<file path="config.mk">
export PLATFORM = sky130hd
export DESIGN_NAME = uart_tx_arbiter
export DESIGN_NICKNAME = d
export VERILOG_FILES = /design/src/rtl/uart_arb_pkg.sv /design/src/rtl/rr_pick.sv /design/src/rtl/uart_tx_arbiter.sv
export SDC_FILE = /design/constraint.sdc
export NUM_CORES = 1
export LEC_CHECK = 0
export CORE_AREA = 5 5 55 52
export DETAILED_ROUTE_END_ITERATION = 6
export DIE_AREA = 0 0 60 57
export DONT_BUFFER_PORTS = 1
export PLACE_DENSITY = 0.8
export SYNTH_ARGS = -nofsm -noshare
export SYNTH_HDL_FRONTEND = slang
export SYNTH_SLANG_ARGS = --single-unit
export TNS_END_PERCENT = 30
</file>
<file path="constraint.sdc">
create_clock -name clk -period 2.1 [get_ports clk]
set_clock_uncertainty 0.15 [all_clocks]
set_input_delay 0.315 -clock clk [delete_from_list [all_inputs] [get_ports clk]]
set_output_delay 0.315 -clock clk [all_outputs]
set_load 0.02 [all_outputs]
</file>
<file path="src/rtl/uart_arb_pkg.sv">
// uart_arb_pkg: shared state encodings and defaults for the uart_tx arbiter
package uart_arb_pkg;
    typedef enum logic [1:0] {
        ST_IDLE = 2'd0,
        ST_TAG  = 2'd1,
        ST_SEND = 2'd2
    } state_t;
    localparam logic [7:0] TAG_BASE_DEF = 8'hF0;
endpackage

</file>
<file path="src/rtl/rr_pick.sv">
// rr_pick: combinational rotating-priority encoder, first set bit at or after ptr
module rr_pick #(
    parameter int N = 4,
    parameter int W = 2
) (
    input  logic [N-1:0] req,
    input  logic [W-1:0] ptr,
    output logic         any,
    output logic [W-1:0] idx
);
    always_comb begin
        any = |req;
        idx = '0;
        // descending scan so the candidate closest to ptr is assigned last
        for (int k = N - 1; k >= 0; k--) begin
            int j;
            j = int'(ptr) + k;
            j = (j >= N) ? j - N : j;
            if (req[j]) idx = W'(j);
        end
    end
endmodule

</file>
<file path="src/rtl/uart_tx_arbiter.sv">
// uart_tx_arbiter: round-robin burst arbiter sharing one uart_tx; tag byte per grant with UART_TX_ARBITER_TAG_EN
module uart_tx_arbiter
    import uart_arb_pkg::*;
#(
    parameter int         N_REQ    = 4,
    parameter int         BURST    = 8,
    parameter logic [7:0] TAG_BASE = TAG_BASE_DEF,
    localparam int        IDX_W    = (N_REQ > 1) ? $clog2(N_REQ) : 1,
    localparam int        CNT_W    = (BURST > 1) ? $clog2(BURST + 1) : 1
) (
    input  logic               clk,
    input  logic               rst,
    input  logic [N_REQ-1:0]   req_avail,
    input  logic [8*N_REQ-1:0] req_data,
    output logic [N_REQ-1:0]   req_ack,
    output logic               tx_en,
    output logic [7:0]         tx_data,
    input  logic               tx_ack,
    output logic               grant_vld,
    output logic [IDX_W-1:0]   grant_idx
);
    state_t           state, state_n;
    logic [IDX_W-1:0] grant, grant_n, ptr, ptr_n, pick;
    logic [CNT_W-1:0] cnt, cnt_n;
    logic             any, cur_avail, done;
    logic [7:0]       cur_data;

    rr_pick #(.N(N_REQ), .W(IDX_W)) u_pick (
        .req(req_avail),
        .ptr(ptr),
        .any(any),
        .idx(pick)
    );

    always_ff @(posedge clk or posedge rst) begin
        if (rst) begin
            state <= ST_IDLE;
            grant <= '0;
            ptr   <= '0;
            cnt   <= '0;
        end else begin
            state <= state_n;
            grant <= grant_n;
            ptr   <= ptr_n;
            cnt   <= cnt_n;
        end
    end

    always_comb begin
        cur_data = '0;
        for (int i = 0; i < N_REQ; i++)
            if (grant == IDX_W'(i)) cur_data = req_data[8*i +: 8];
        cur_avail = req_avail[grant];
        // exit (b) only when no ack is in flight, so the acked byte is never orphaned
        done      = (tx_ack && cnt == CNT_W'(BURST - 1)) || (!cur_avail && !tx_ack);
    end

    always_comb begin
        state_n = state;
        grant_n = grant;
        ptr_n   = ptr;
        cnt_n   = cnt;
        tx_en   = 1'b0;
        tx_data = '0;
        req_ack = '0;
        case (state)
            ST_IDLE: begin
                if (any) begin
`ifdef UART_TX_ARBITER_TAG_EN
                    state_n = ST_TAG;
`else
                    state_n = ST_SEND;
`endif
                    grant_n = pick;
                    cnt_n   = '0;
                end
            end
            ST_TAG: begin
                tx_en   = 1'b1;
                tx_data = TAG_BASE + 8'(grant);
                state_n = tx_ack ? ST_SEND : ST_TAG;
            end
            ST_SEND: begin
                tx_en   = cur_avail;
                tx_data = cur_data;
                req_ack = tx_ack ? (N_REQ'(1) << grant) : '0;
                cnt_n   = tx_ack ? cnt + 1'b1 : cnt;
                if (done) begin
                    state_n = ST_IDLE;
                    ptr_n   = (grant == IDX_W'(N_REQ - 1)) ? '0 : grant + 1'b1;
                end
            end
            default: state_n = ST_IDLE;
        endcase
    end

    assign grant_vld = (state != ST_IDLE);
    assign grant_idx = grant_vld ? grant : '0;
endmodule

</file>
==> metrics <==
status finished, violations left; failing checks setup timing; CP Launch Type flip-flop; Final GP Congestion 0.722; final WL 3.15 mm; min-delay worst type primary input to flip-flop; WP data arrival 1.74 ns; initial detailed-routing violation count 55; vias in the first global route 1,070; CTS Root Cell clkbuf_4; Initial Utilization 50.3%; DIE WIDTH 60 um; syn_nets about 200; post-synth top area share 21.7%; Seq pwr share 16.2%; RSZ-0062 raised after global routing yes; Ys Warns 0; DR vias/cell approximately 6; Reg clk slew, reported paths approximately 0.070 ns; largest cells by area after synthesis dfrtp_1 22%, a21oi_1 9.1%, ha_1 8.7%; DR DRC count 0; total track usage 17.1%; Placement Rows 17; number of CTS-inserted buffers 3; clk sinks 10; final hold vios 0; EDFF count, synth 0; max_cap viols 0; layout cell share with drive strength beyond 1 29.5%; flop-to-flop setup slack ~0.13 ns; H-tree Lvls 1; die area around 3400 um^2; hold path depth 2; max-slew violation count 0; Main synth FF type dfrtp_1; pwr dens 1510 nW/um^2; synth unique cells 37; Worst EP required 1.63 ns; DR vias 1,167; Area after DPL 1270 um^2; measured slew at the worst slew-check pin 0.410 ns; Final period util 105%; Leak 0.000634 uW; switching power ~1100 uW; crit path time final 2.20 ns; sequential area share after synthesis around 22%; Max Freq approximately 0.45 GHz; final setup vio count 9; Clock power frac 7.8%; largest net degree at the start of global routing 18; Mapped Area 1150 um^2; Layout area overhead 29.0%; Overflow after GRT 0; port bufs 0; Net Sw Frac roughly half; WL/cell 16.2 um; hpwl dp between 2 and 2.5 mm; Initial DRT Pass Iterations 4; setup TNS -0.648 ns; core area 2300 um^2; count leader, synth a21oi_1; number of diodes 0; CTS tree built; Final nets 214; Syn Area/Cell 7.70 um^2; Register Area 251 um^2; terminus of the critical flop-to-flop path state[0]; Yosys top cell by area dfrtp_1; Layout Utilization 64.9%; Crit Path Max Fanout 9; Die H about 57 um; worst r2r src grant[0]; Max VDD drop 0.874 mV; HP Start tx_ack; flops & latches, synth 10; Worst setup EP type output port; Filler Cell Count 192; relative slew slack ~73%; initial antenna violation count 0; Final Instance Area 1490 um^2; synth cell count leaders 21 x a21oi_1, 17 x nand2_1, 13 x o21ai_1; min setup slack post-route -0.103 ns; Ports 55; ys async rst share 100%; Int Pwr roughly 1200 uW; WS Path Type flip-flop to output port; Post-Syn Instances 150; Logic pwr share 76.0%; r2r worst-path depth 6; clock latency at the later pin of the worst-skew pair 0.27 ns; first-pass GRT wire length 4.60 mm; post-route ant nets 0; multi-input combinational cell area 915 um^2; Max Root-Sink Buffers 2; hold endpoint state[0]
==> metal layers <==
layer / track usage, % / vias up / wire length, um
met2: 31.3 / 50 / 1570
met3: 3.39 / 4 / 292
met4: 5.70 / 0 / 28
met5: 0 / - / 0
li1: - / 580 / -
met1: 19.3 / 533 / 1260
==> registers in the layout (all words and copies together) (netlist names) <==
signal / count
cnt: 4
grant: 2
ptr: 2
state: 2
==> layout make-up <==
cell class,count,area share [%]
multi-input combinational,118,61.4
sequential,10,16.9
timing repair buffer,20,13.3
inverter,14,3.69
clock buffer,4,2.43
tap,28,2.35
==> kinds of logic after synthesis <==
kind of cell | count (synthesis) | share of synthesized area [%]
AO/OA/AOI/OAI | 61 | 34.8
AND/OR/NAND/NOR | 43 | 21.8
buffers and inverters | 22 | 7.26
flip-flops | 10 | 21.7
adder cells (fa/ha/maj) | 8 | 8.67
multiplexers | 6 | 5.85
==> metrics by stage <==
step | setup slack, ns | instances | hold WS, ns | total power, uW
final | -0.103 | 194 | 0.0820 | 2240
after global placement | 0.110 | 182 | 0.0526 | 1710
after detailed placement | -0.0145 | 182 | 0.0616 | 1760
after floorplan | -0.0600 | 150 | 0.00518 | 1380
after global routing | -0.186 | 194 | 0.0826 | 2410
after CTS | -0.0587 | 190 | 0.0839 | 2080
==> worst max-delay path: stages, from the launching register on <==
cell and delay, ns:
dfrtp_1 0.43, buf_6 0.14, ha_4 0.16, buf_12 0.13, nand3b_1 0.16, a21oi_1 0.14
a21oi_1 0.06, o22ai_2 0.25
==> power by group through the flow <==
stage	clock network (uW)	logic [uW]	registers (uW)
floorplan	0	1030	354
global placement	0	1360	345
detailed placement	0	1410	354
CTS	180	1550	357
global route	188	1850	376
finish	176	1700	363
==> worst max-delay path by stage <==
stage,from,to,slack (ns),depth (start not counted)
floorplan,grant[1],tx_data[1],-0.06,7
global placement,grant[1],tx_data[1],0.11,7
detailed placement,grant[1],tx_data[5],-0.01,7
CTS,grant[0],tx_data[0],-0.06,8
global route,grant[0],tx_data[5],-0.19,8
finish,grant[0],tx_data[3],-0.10,7
==> cells in the final DEF, fill, tap and decap left out, drive strengths merged, types with 5 or more instances in the layout <==
cell type,netlist,routed
a21oi,21,21
buf,1,18
nand2,17,17
o21ai,14,14
inv,14,14
dfrtp,10,10
ha,8,8
nor2,6,6
a22oi,6,6
clkbuf,7,5
o22ai,5,5
==> what timing repair did <==
action | 4_1_cts | 5_1_grt
hold endpoints to repair | 10 | 0
hold buffers | 1 | 0
endpoints found under the setup margin | 10 | 9
pin swaps | 2 | 8
gates resized for setup | 10 | 12
buffers inserted | 3 | 4
No activity file was read; power rests on OpenSTA's default activity.
